$ cat src/rtl/argmax_stream.sv
// Streaming argmax over N IEEE-754 single-precision elements per vector.
// Optional NaN filtering is enabled by defining ARGMAX_NAN_FILTER_EN.
//
//   state | meaning
//   ------+------------------------------------------------------------
//   ACC   | accepting elements, tracking running max/index
//   OUT   | result held on output_max/output_index until handshake
module argmax_stream #(
  parameter int N     = 10,
  parameter int IDX_W = 4
) (
  input  logic             clk,
  input  logic             rst_n,
  input  logic             input_valid,
  input  logic [31:0]      input_x,
  output logic             input_ready,
  output logic             output_valid,
  input  logic             output_ready,
  output logic [31:0]      output_max,
  output logic [IDX_W-1:0] output_index
);

  typedef enum logic {ACC = 1'b0, OUT = 1'b1} state_t;

  state_t           state;
  logic [IDX_W-1:0] cnt;
  logic [31:0]      run_max;
  logic [IDX_W-1:0] run_idx;

  logic             accept;
  logic             first;
  logic             last;
  logic             take;
  logic [1:0]       cmp;
  logic [31:0]      next_max;
  logic [IDX_W-1:0] next_idx;

  // Map a float onto an unsigned key whose integer order matches the
  // sign/exponent/mantissa order (+0 above -0, +NaN above +Inf, -NaN below -Inf).
  function automatic logic [31:0] order_key(input logic [31:0] x);
    return x[31] ? {1'b0, ~x[30:0]} : {1'b1, x[30:0]};
  endfunction

  // 2'b10: a > b, 2'b01: a < b, 2'b00: identical bit patterns.
  function automatic logic [1:0] fcmp(input logic [31:0] a, input logic [31:0] b);
    logic [31:0] ka;
    logic [31:0] kb;
    ka = order_key(a);
    kb = order_key(b);
    if (ka > kb)      return 2'b10;
    else if (ka < kb) return 2'b01;
    else              return 2'b00;
  endfunction

`ifdef ARGMAX_NAN_FILTER_EN
  logic run_nan;

  function automatic logic is_nan(input logic [31:0] x);
    return (&x[30:23]) && (|x[22:0]);
  endfunction
`endif

  always_comb begin
    accept = input_valid && input_ready;
    first  = (cnt == '0);
    last   = (cnt == IDX_W'(N - 1));
    cmp    = fcmp(input_x, run_max);
`ifdef ARGMAX_NAN_FILTER_EN
    // A NaN held from element 0 yields to the first real number.
    take   = first || (!is_nan(input_x) && (run_nan || (cmp == 2'b10)));
`else
    take   = first || (cmp == 2'b10);
`endif
    next_max = take ? input_x : run_max;
    next_idx = take ? cnt : run_idx;
  end

  always_ff @(posedge clk) begin
    if (!rst_n) begin
      state        <= ACC;
      cnt          <= '0;
      run_max      <= 32'h0;
      run_idx      <= '0;
      input_ready  <= 1'b1;
      output_valid <= 1'b0;
      output_max   <= 32'h0;
      output_index <= '0;
`ifdef ARGMAX_NAN_FILTER_EN
      run_nan      <= 1'b0;
`endif
    end else begin
      case (state)
        ACC: begin
          if (accept) begin
            run_max <= next_max;
            run_idx <= next_idx;
`ifdef ARGMAX_NAN_FILTER_EN
            if (take) run_nan <= is_nan(input_x);
`endif
            if (last) begin
              cnt          <= '0;
              output_max   <= next_max;
              output_index <= next_idx;
              state        <= OUT;
              input_ready  <= 1'b0;
              output_valid <= 1'b1;
            end else begin
              cnt <= cnt + 1'b1;
            end
          end
        end
        OUT: begin
          if (output_ready) begin
            state        <= ACC;
            output_valid <= 1'b0;
            input_ready  <= 1'b1;
          end
        end
        default: begin
          state        <= ACC;
          input_ready  <= 1'b1;
          output_valid <= 1'b0;
        end
      endcase
    end
  end

endmodule

$ cat config.mk
export PLATFORM = sky130hd
export DESIGN_NAME = argmax_stream
export DESIGN_NICKNAME = d
export VERILOG_FILES = /design/src/rtl/argmax_stream.sv
export SDC_FILE = /design/constraint.sdc
export NUM_CORES = 1
export LEC_CHECK = 0
export ABC_CLOCK_PERIOD_IN_PS = 4500
export CORE_MARGIN = 10
export CORE_UTILIZATION = 40
export DETAILED_ROUTE_END_ITERATION = 10
export SKIP_LAST_GASP = 1
export SLEW_MARGIN = 20
export SYNTH_ARGS = -nofsm -noshare
export SYNTH_HDL_FRONTEND = slang
export SYNTH_SLANG_ARGS = --single-unit
$ cat constraint.sdc
create_clock -name clk -period 4.5 [get_ports clk]
set_input_delay 1.125 -clock clk [delete_from_list [all_inputs] [get_ports clk]]
set_output_delay 1.125 -clock clk [all_outputs]
set_load 0.03 [all_outputs]
; After elaboration in Yosys (flattened, before gate mapping)
; Cells that the tools add are included.
[word_totals]
out_inout_bits = 38
regBits = 79
[classes]
n_bitwise = 3
n_eq_ne = 5
magnitude_cmp = 2
muxes = 19
addsub = 1
n_reduce_logical = 6
[op_table]
columns = op, n
row1 = 32-bit 2-to-1 mux, 3
row2 = 31-bit inverter, 2
row3 = 32-bit > comparator, 1
row4 = 32-bit < comparator, 1
row5 = 1-bit 2-to-1 mux, 10
row6 = 4-bit 2-to-1 mux, 2
row7 = "2-bit != test, second input constant", 3
row8 = 1-bit case mux with 2 select lines, 3
row9 = 3-bit AND reduction, 2
row10 = "4-bit by 1-bit adder with 4-bit output, second input constant", 1
row11 = "4-bit == test, second input constant", 1
row12 = 4-bit logical NOT, 1
row13 = "2-bit == test, second input constant", 1
row14 = 2-bit 2-to-1 mux, 1
row15 = 2-bit AND reduction, 1
row16 = 1-bit logical AND, 1
row17 = 1-bit logical OR, 1
row18 = 1-bit inverter, 1

; Longest topological paths before layout
[logic_depth]
word_depth = 8
ltp_mapped = 13

; Worst setup path after synthesis
; OpenSTA, ideal clock, no wires.
[synth_timing]
kind = input to register
start = input input_x[31]
end = register output_max[10]
setup_ns = 0.119
arrival_time_ns = 3.670
n_path_buf = 4
path_stages = 13
t_required_ns = 4.381
setup_slack_ns = 0.711
cell_sequence = clkbuf_1 > buf_1 > xor2_1 > ha_1 > a21oi_2 > o21a_1 > o221ai_1 > a211o_1 > o2bb2ai_2 > nand2b_1 > buf_6 > buf_6 > o221a_1
[synth_between]
elab_chain_cells = 7
elab_cells_between_ends = 8
[synth_lines]
columns = element, line_no
row1 = from (decl), 15  ; input logic [31:0] input_x,
row2 = 32-bit 2-to-1 mux *, 41  ; return x[31] ? {1'b0, ~x[30:0]} : {1'b1, x[30:0]};
row3 = 32-bit < comparator, 51  ; else if (ka < kb) return 2'b01;
row4 = 1-bit 2-to-1 mux, 51
row5 = 2-bit 2-to-1 mux *, 50  ; if (ka > kb) return 2'b10;
row6 = 2-bit == test *, 72  ; take = first || (cmp == 2'b10);
row7 = 1-bit logical OR *, 72
row8 = 32-bit 2-to-1 mux *, 74  ; next_max = take ? input_x : run_max;
row9 = to (signal assigned), 102  ; output_max <= next_max;
row10 = to (decl), 19  ; output logic [31:0] output_max,
; Mark *: on every way between the ends. The rest lies on a longest branch, timed or not.
; A chain may end at the register's enable or synchronous reset.

; Worst setup path after layout
[layout_timing]
start = input input_x[14]
end = register output_max[10]
[layout_between]
elab_chain_cells = 8
elab_cells_between_ends = 9
[layout_lines]
columns = element, line_no
row1 = 31-bit inverter, 41
row2 = 32-bit 2-to-1 mux *, 41
row3 = 32-bit < comparator, 51
row4 = 1-bit 2-to-1 mux, 51
row5 = 2-bit 2-to-1 mux *, 50
row6 = 2-bit == test *, 72
row7 = 1-bit logical OR *, 72
row8 = 32-bit 2-to-1 mux *, 74
; Marked as above.

==> flow_metrics.py <==
metrics = {
    "synth": {
        "ys_seq_elements": 79,
        "synth_cell_types": 44,
        "syn_inst": 470,
        "syn_avg_cell_area_um2": 9.70,
        "async_flop_share_pct": 0,
        "yosysWarningCount": 0,
        "synth_seq_area_share_pct": 34.7,
        "synthFlopType": "dfxtp_1",
        "syn-cell-area_mm2": 0.00456,
        "syn_nets": 538,
        "synth_edf_count": 0,
    },
    "worst_setup_path": {
        "path_cells": "clkdlybuf4s50_1 -> xor2_1 -> ha_1 -> nand4_2 -> a211oi_1 -> nor4_2 -> o2bb2ai_2 -> nand2_1 -> buf_4 -> o221a_1",
        "crit_slowest_cell": "clkdlybuf4s50_1",
        "end_kind": "register",
        "worst-path-max-fanout": 23,
        "cp.arrival_ps": 3970,
        "crit_type": "input port to register",
        "worst_path_largest_cell_delay_ps": 480,
        "regToRegSetupSlack_ps": 1030,
        "crit_path_start_kind": "input port",
        "cp.required_ps": 4720,
    },
    "detailed_routing": {
        "drc": 0,
        "routed-wl-met3_um": 640,
        "first_iter_violations": 277,
        "dr.max_layer_used": "met4",
        "vias": 3575,
        "routedWlPerCell_um": 16.4,
        "via_per_inst": 5.34,
        "ant_nets": 0,
        "route.met2.wl_um": 4940,
        "drt_wl_total_um": 11000,
        "first_pass_iters": 4,
        "met1_length_um": 5290,
    },
    "sta": {
        "fmax_mhz": 266,
        "worstMarginPinSlew_ps": 892,
        "setup-violations-final": 0,
        "period_needed_ps": 3750,
        "hold_viol": 0,
        "fin_crit_sh_pct": 83.4,
        "drv_slew": 0,
        "final.setup_skew_ps": 9.62,
        "rsz0062_at_grt": "no",
        "slew_headroom_pct": 40.5,
        "whs_ps": 465,
        "fin_tns_setup_ps": 0,
    },
    "grt": {
        "grt_pass1_vias": 3688,
        "overflow": 0,
        "grtUsageTotal_pct": 13.6,
        "grt_first_pass_wirelength_um": 18600,
        "grt_antenna_before_repair": 0,
        "grt_max_degree": 117,
    },
    "clocking": {
        "clkSinkCount": 79,
        "h-tree-depth": 3,
        "cts.path.max_buffers": 2,
        "holdBufCountCts": 0,
        "cts_post_setup_buffers_inserted": 0,
        "insertion_delay_ps": 340,
        "cts_tree": "built",
        "cts_made_buffers": 9,
        "clkTransAtPathRegs_ps": 60,
        "cts-root-buf": "clkbuf_16",
        "cts_resized": 0,
    },
    "floorplan": {
        "die_area_mm2": 0.0161,
        "floorplan.rows": 38,
        "ios": 74,
        "die_h_um": 127,
        "start_util_pct": 41.5,
        "coreArea_mm2": 0.0110,
        "die_w_um": 127,
    },
    "placement": {
        "gp_congestion": 0.734,
        "hpwl_um": 7330,
        "io_buffers": 73,
    },
    "job": {
        "maxCapViolations": 0,
    },
    "finish": {
        "mostFrequentLayoutCell": "nand2_1",
        "syn2layout_area_growth_pct": 23.2,
        "fin_nets": 593,
        "final_core_utilization_pct": 51.2,
        "drive_gt1_share_pct": 6.98,
        "antenna_cells": 0,
        "final_cell_mix": "nand2_1 (81), dfxtp_1 (78), clkdlybuf4s50_1 (71), mux2i_1 (35), o21a_1 (34)",
    },
    "pwr": {
        "max-vdd-ir-drop_uv": 197,
        "finalPower_w": 0.00193,
        "leakage_nw": 2.10,
        "power.density_mw_per_mm2": 343,
    },
    "run_status": {
        "outcome": "complete, no violations",
    },
    "worst_hold_path": {
        "hold_path_class": "register to register",
    },
}
==> cells in the mapped netlist, types with 2 or more instances <==
cell / number / area [µm²]
o21ai_0: 7 / 35.0
o221a_1: 30 / 338
xnor2_1: 33 / 289
nor4_2: 2 / 25.0
xor2_1: 31 / 272
nand4_1: 7 / 43.8
o211ai_1: 3 / 22.5
a21o_1: 3 / 22.5
nand2_1: 81 / 304
dfxtp_1: 79 / 1580
nor4_1: 2 / 12.5
ha_1: 32 / 400
buf_12: 3 / 60.1
nand4_2: 2 / 25.0
nand3_1: 4 / 20.0
a21oi_1: 16 / 80.1
clkbuf_1: 20 / 75.1
and2_1: 2 / 12.5
o221a_2: 2 / 22.5
buf_6: 5 / 56.3
o21a_1: 35 / 263
buf_2: 2 / 10.0
nor3b_1: 2 / 15.0
nor2_1: 2 / 7.51
nor2b_1: 6 / 37.5
o22ai_1: 2 / 12.5
buf_1: 6 / 22.5
mux2i_1: 35 / 350
==> through the flow <==
| step | setup WS, ps | cell area, µm² | instances |
|---|---|---|---|
| finish | 747 | 5620 | 670 |
| global route | 503 | 5620 | 670 |
| CTS | 756 | 5620 | 670 |
| detailed placement | 417 | 5320 | 654 |
| global placement | 462 | 5320 | 654 |
| floorplan | 711 | 4560 | 470 |
==> state kept, by name, summed over array words and instances (netlist names) <==
register      count
output_max       32
run_max          32
input_ready       1
state             1
output_valid      1
output_index      4
cnt               4
run_idx           4
==> kinds of logic after synthesis <==
logic type,Yosys count,share of synthesized area [%]
adders and majority gates,32,8.78
and+or+nand+nor,115,11.9
xor gates and xnor gates,64,12.3
AOI/OAI and AO/OA,107,19.3
muxes,35,7.68
DFF,79,34.7
buffers and inverters,38,5.29
==> worst max-delay path, delay by kind of cell <==
| family | cells | cell delay, ps |
|---|---|---|
| adder cells (fa/ha/maj) | 1 | 310 |
| buffers and inverters | 2 | 800 |
| AO/OA/AOI/OAI | 3 | 920 |
| XOR/XNOR | 1 | 180 |
| AND/OR/NAND/NOR | 3 | 600 |
==> final cells by class <==
class                           count  area, µm²
Timing Repair Buffer               81        812
Sequential cell                    79       1580
Fill cell                        1033       5360
Clock buffer                       12        246
Tap cell                          140        175
Clock inverter                      4       53.8
Inverter                            1       3.75
Multi-Input combinational cell    353       2750
==> worst paths after layout <==
check	from	end	depth (start not counted)
worst min register to register	run_idx[0]	run_idx[0]	2
worst max register to register	run_max[31]	output_max[10]	10
worst min-delay path	run_idx[0]	run_idx[0]	2
worst max-delay path	input_x[14]	output_max[10]	10
==> power by group <==
part	leakage, nW	internal, W	switching [W]
Combinational	1.32	0.000203	0.000207
Sequential	0.643	0.000731	0.0000433
Clock	0.139	0.000448	0.000298
Total	2.10	0.00138	0.000548
==> layer usage <==
layer	vias up	GRT usage, %
met5	-	0
met4	0	3.22
met3	10	4.04
met2	81	22.0
met1	1691	17.5
li1	1793	-
Note: power is estimated with default switching activity, not from simulation.
==> edit 1 (config.mk and constraints unchanged) <==
Set the parameter `N` to 8 (it was 10).
--- a/src/rtl/argmax_stream.sv
+++ b/src/rtl/argmax_stream.sv
@@ -8,3 +8,3 @@
 module argmax_stream #(
-  parameter int N     = 10,
+  parameter int N     = 8,
   parameter int IDX_W = 4
Behaviour: not the same (Yosys sat finds a counterexample within 10 cycles, from zero or initial values and one cycle with rst_n low).
==> edit 1 against the original RTL <==
First-iteration DRC count rose by 5.8%; area after synthesis rose by 2.4%; sequential cell count did not move; worst setup slack got worse by 24 ps; maximum frequency fell by 0.64%; utilization fell by 0.48 points; power rose by 6.5%; clock skew fell by 3.1 ps; wire length rose by 10%; design area rose by 3.0%; highest routed layer unchanged.
==> edit 1: results (changes against the original RTL) <==
----------------------------------------------------
[STA]
  Skew final ... 6.49 ps (was 9.62 ps)
  Final min period ... 3780 ps (was 3750 ps)

[Yosys]
  Part of the Yosys area used for sequential elements ... 0.339 (was 0.347)
  Synthesized Nets ... 619 (was 538)
  Synthesized area per cell ... 8.51 sq um (was 9.70 sq um)
  Commonest cells post-synth ... sky130_fd_sc_hd__nand2_1, sky130_fd_sc_hd__dfxtp_1, sky130_fd_sc_hd__o21ai_0 (was sky130_fd_sc_hd__nand2_1, sky130_fd_sc_hd__dfxtp_1, sky130_fd_sc_hd__mux2i_1, sky130_fd_sc_hd__o21a_1, sky130_fd_sc_hd__xnor2_1)
  Synth area leaders ... sky130_fd_sc_hd__dfxtp_1, sky130_fd_sc_hd__ha_1, sky130_fd_sc_hd__mux2i_1, sky130_fd_sc_hd__o21ai_0, sky130_fd_sc_hd__nand2_1 (was sky130_fd_sc_hd__dfxtp_1, sky130_fd_sc_hd__ha_1, sky130_fd_sc_hd__mux2i_1, sky130_fd_sc_hd__o221a_1, sky130_fd_sc_hd__nand2_1)

[GRT]
  Global-route wire length before repair ... 20300 um (was 18600 um)
  Overall global routing resource usage ... 0.148 (was 0.136)
  Largest net degree at the start of global routing ... 60 (was 117)
  Number of global-route vias before repair ... 4116 (was 3688)

[Detailed routing]
  Initial drt markers ... 293 (was 277)
  Met3 WL post-DR ... 844 um (was 640 um)

[Power and ir drop]
  Combinational share of power ... 0.258 (was 0.212)
  Cell Int Power ... 1430 uW (was 1380 uW)
  Power in the clock group ... 757 uW (was 745 uW)
  Maximum resistive drop on vdd ... 0.226 mV (was 0.197 mV)

[Worst setup path]
  Register-to-Register Setup Slack ... 1160 ps (was 1030 ps)
  Launching instance or port of the critical path ... input_x[15] (was input_x[14])
  Peak per-stage delay on the critical path ... 540 ps (was 480 ps)
  Highest-delay cell along the critical path ... sky130_fd_sc_hd__o31a_4 (was sky130_fd_sc_hd__clkdlybuf4s50_1)
  Endpoint of the lowest-slack register-to-register path ... run_max[5] (was output_max[10])

[Outcome]
  Status ... finished, final reports clean (unchanged)

[Placed design]
  Final Wtd Congestion ... 0.763 (was 0.734)
  Placed cells ... 733 (was 654)
  Post-DP HPWL ... 8380 um (was 7330 um)
  Post-place instance area ... 5480 sq um (was 5320 sq um)

[Final layout]
  Core Util, Final ... 0.507 (was 0.512)
  Total Nets Final ... 671 (was 593)
  Fill count ... 1093 (was 1033)

[Hold path]
  Critical hold path startpoint ... run_idx[3] (was run_idx[0])

----------------------------------------------------
[edit 1: cell count changes in the layout (fill, tap and decap cells not counted), sizes merged, moves of 6 or more]
cell,delta
buf,+6
o21ai,+64
o21a,-33
nand3,+31
a31oi,+30
o221a,-32
[edit 1: cell type report]
class                   count  share of cell area
clock inverters             4             0.00930
flip-flops and latches     79               0.274
well taps                 143              0.0309
multi-input cells         421               0.493
inverters                   3             0.00195
clock buffers              12              0.0443
repair buffers             87               0.147
[edit 1: cells by family (layout without fill, tap and decap cells)]
| logic type | Yosys count | in the layout | share of synthesized area |
|---|---|---|---|
| and+or+nand+nor | 151 | 151 | 0.149 |
| AOI/OAI and AO/OA | 137 | 137 | 0.173 |
| DFF | 79 | 79 | 0.339 |
| xor gates and xnor gates | 64 | 64 | 0.120 |
| buffers and inverters | 49 | 106 | 0.0538 |
| muxes | 35 | 35 | 0.0750 |
| adders and majority gates | 34 | 34 | 0.0911 |
==> edit 2 (same settings) <==
Made on the original files. Compare `cnt` against `IDX_W'(N - 1)` with >= in place of ==.
--- a/src/rtl/argmax_stream.sv
+++ b/src/rtl/argmax_stream.sv
@@ -65,3 +65,3 @@
     first  = (cnt == '0);
-    last   = (cnt == IDX_W'(N - 1));
+    last   = (cnt >= IDX_W'(N - 1));
     cmp    = fcmp(input_x, run_max);
Check against the original RTL: no difference found for any inputs over 10 cycles, from zero or initial values and one cycle with rst_n low; that may be too few to reach the edited logic, so the function may still have changed.
==> edit 2 against the original RTL <==
Hold slack got worse by 7.2 ps; wire length decreased by 2.2%; worst setup slack got worse by 31 ps; design area increased by 0.78%; die area increased by 0.69%; power increased by 9.2%; non-clock buffer count decreased by 1; cell count increased by 6.9%; sequential cell count unchanged; area after synthesis increased by 0.82%; critical path type unchanged.
==> edit 2: results (changes against the original RTL) <==
----------------------------------------------------
[Yosys]
  Commonest cells post-synth ... sky130_fd_sc_hd__nand2_1, sky130_fd_sc_hd__dfxtp_1, sky130_fd_sc_hd__mux2i_1 (was sky130_fd_sc_hd__nand2_1, sky130_fd_sc_hd__dfxtp_1, sky130_fd_sc_hd__mux2i_1, sky130_fd_sc_hd__o21a_1, sky130_fd_sc_hd__xnor2_1)
  Synthesized Nets ... 588 (was 538)
  Synth area leaders ... sky130_fd_sc_hd__dfxtp_1, sky130_fd_sc_hd__mux2i_1, sky130_fd_sc_hd__ha_1, sky130_fd_sc_hd__nand2_1, sky130_fd_sc_hd__xnor2_1 (was sky130_fd_sc_hd__dfxtp_1, sky130_fd_sc_hd__ha_1, sky130_fd_sc_hd__mux2i_1, sky130_fd_sc_hd__o221a_1, sky130_fd_sc_hd__nand2_1)
  Warnings from Yosys ... 0 (unchanged)
  Top FF cell, synth ... sky130_fd_sc_hd__dfxtp_1 (unchanged)
  Share of async-settable or async-resettable flops after synthesis ... 0 (unchanged)
  Distinct cell type count of the synthesized netlist ... 37 (was 44)
  Part of the Yosys area used for sequential elements ... 0.344 (was 0.347)

[Final layout]
  Total Nets Final ... 642 (was 593)
  Fill count ... 1074 (was 1033)
  Share of final-layout standard cells stronger than drive strength 1 ... 0.0454 (was 0.0698)

[Power and ir drop]
  Maximum resistive drop on vdd ... 0.169 mV (was 0.197 mV)
  Cell leakage power ... 0.00223 uW (was 0.00210 uW)

[GRT]
  Largest net degree at the start of global routing ... 116 (was 117)
  Global-route wire length before repair ... 18000 um (was 18600 um)
  Overall global routing resource usage ... 0.132 (was 0.136)

[Worst setup path]
  Largest driver fanout on the critical path ... 35 (was 23)
  Highest-delay cell along the critical path ... sky130_fd_sc_hd__clkdlybuf4s50_1 (unchanged)
  Peak per-stage delay on the critical path ... 530 ps (was 480 ps)
  Launching instance or port of the critical path ... input_x[14] (unchanged)
  Category of the worst setup path launch point ... primary input (unchanged)

[Clock network]
  Register clock-pin slew on the reported worst setup and hold paths ... 60 ps (about the same)
  Clock H-tree levels ... 3 (unchanged)
  Number of setup buffers added after CTS ... 0 (unchanged)
  Post-CTS Resized ... 0 (unchanged)
  Insertion delay to the later sink of the worst-skew pair ... 340 ps (about the same)
  Number of buffers on the longest clock path ... 2 (unchanged)
  Number of clock buffers inserted by TritonCTS ... 9 (unchanged)

[STA]
  Skew final ... 5.85 ps (was 9.62 ps)
  Actual transition at the worst max-transition pin ... 1030 ps (was 892 ps)

[Placed design]
  Post-DP HPWL ... 7380 um (was 7330 um)
  Final Wtd Congestion ... 0.772 (was 0.734)
  Number of port buffers ... 73 (unchanged)

[Outcome]
  Status ... finished, final reports clean (unchanged)

[Hold path]
  Critical hold path startpoint ... run_idx[2] (was run_idx[0])
  Type of the tightest min-delay check ... reg2reg (unchanged)

[Detailed routing]
  Initial drt markers ... 148 (was 277)
  Ratio of routed vias to standard cells ... 5.21 (was 5.34)
  WL final ... 10700 um (was 11000 um)
  1st-pass router iterations ... 5 (was 4)

----------------------------------------------------
[edit 2: final timing paths]
kind | endpoint | slack [ps] | cells after the start
min reg2reg | run_idx[2] | 460 | 2
max | run_max[9] | 720 | 10
min | run_idx[2] | 460 | 2
max reg2reg | run_max[9] | 1110 | 10
[edit 2: final cells by class]
type / instances / share of cell area
Clock buffer: 13 / 0.0460
Clock inverter: 1 / 0.000884
Inverter: 3 / 0.00199
Multi-Input combinational cell: 397 / 0.499
Sequential cell: 79 / 0.279
Tap cell: 143 / 0.0316
Timing Repair Buffer: 80 / 0.141
[edit 2: kinds of logic (layout without fill, tap and decap cells)]
| kind of cell | after synthesis | count (layout) | share of synthesized area |
|---|---|---|---|
| compound gates | 108 | 108 | 0.129 |
| xor+xnor | 62 | 62 | 0.118 |
| fa+ha+maj | 36 | 36 | 0.0980 |
| buf+inv | 40 | 97 | 0.0433 |
| flops | 79 | 79 | 0.344 |
| mux | 70 | 70 | 0.152 |
| simple gates | 121 | 121 | 0.116 |
[edit 2: metal layers]
metal	share of wire	global-route usage	routed length, um
met3	0.048	0.0323	513
met5	0	0	0
met1	0.48	0.161	5120
met2	0.45	0.212	4850
met4	0.024	0.0650	253
[edit 2: power by group]
group / leakage [uW] / switching [uW] / internal [uW]
clock network: 0.000132 / 273 / 397
registers: 0.000643 / 41.6 / 740
logic: 0.00145 / 342 / 313
[edit 2: per-stage QoR]
stage	total power [uW]	std cells	setup slack [ps]	hold WS [ps]	instance area, sq um
floorplan	1310	516	531	434	4600
global placement	1440	702	419	443	5400
detailed placement	1450	702	356	448	5400
CTS	2130	716	701	458	5660
global route	2230	716	538	486	5660
finish	2110	716	717	458	5660
[edit 2: worst max-delay path, delay by kind of cell]
kind / cells / cell delay (ps)
simple gates: 4 / 1050
mux: 1 / 230
compound gates: 2 / 580
fa+ha+maj: 1 / 280
buf+inv: 1 / 530
xor+xnor: 1 / 180
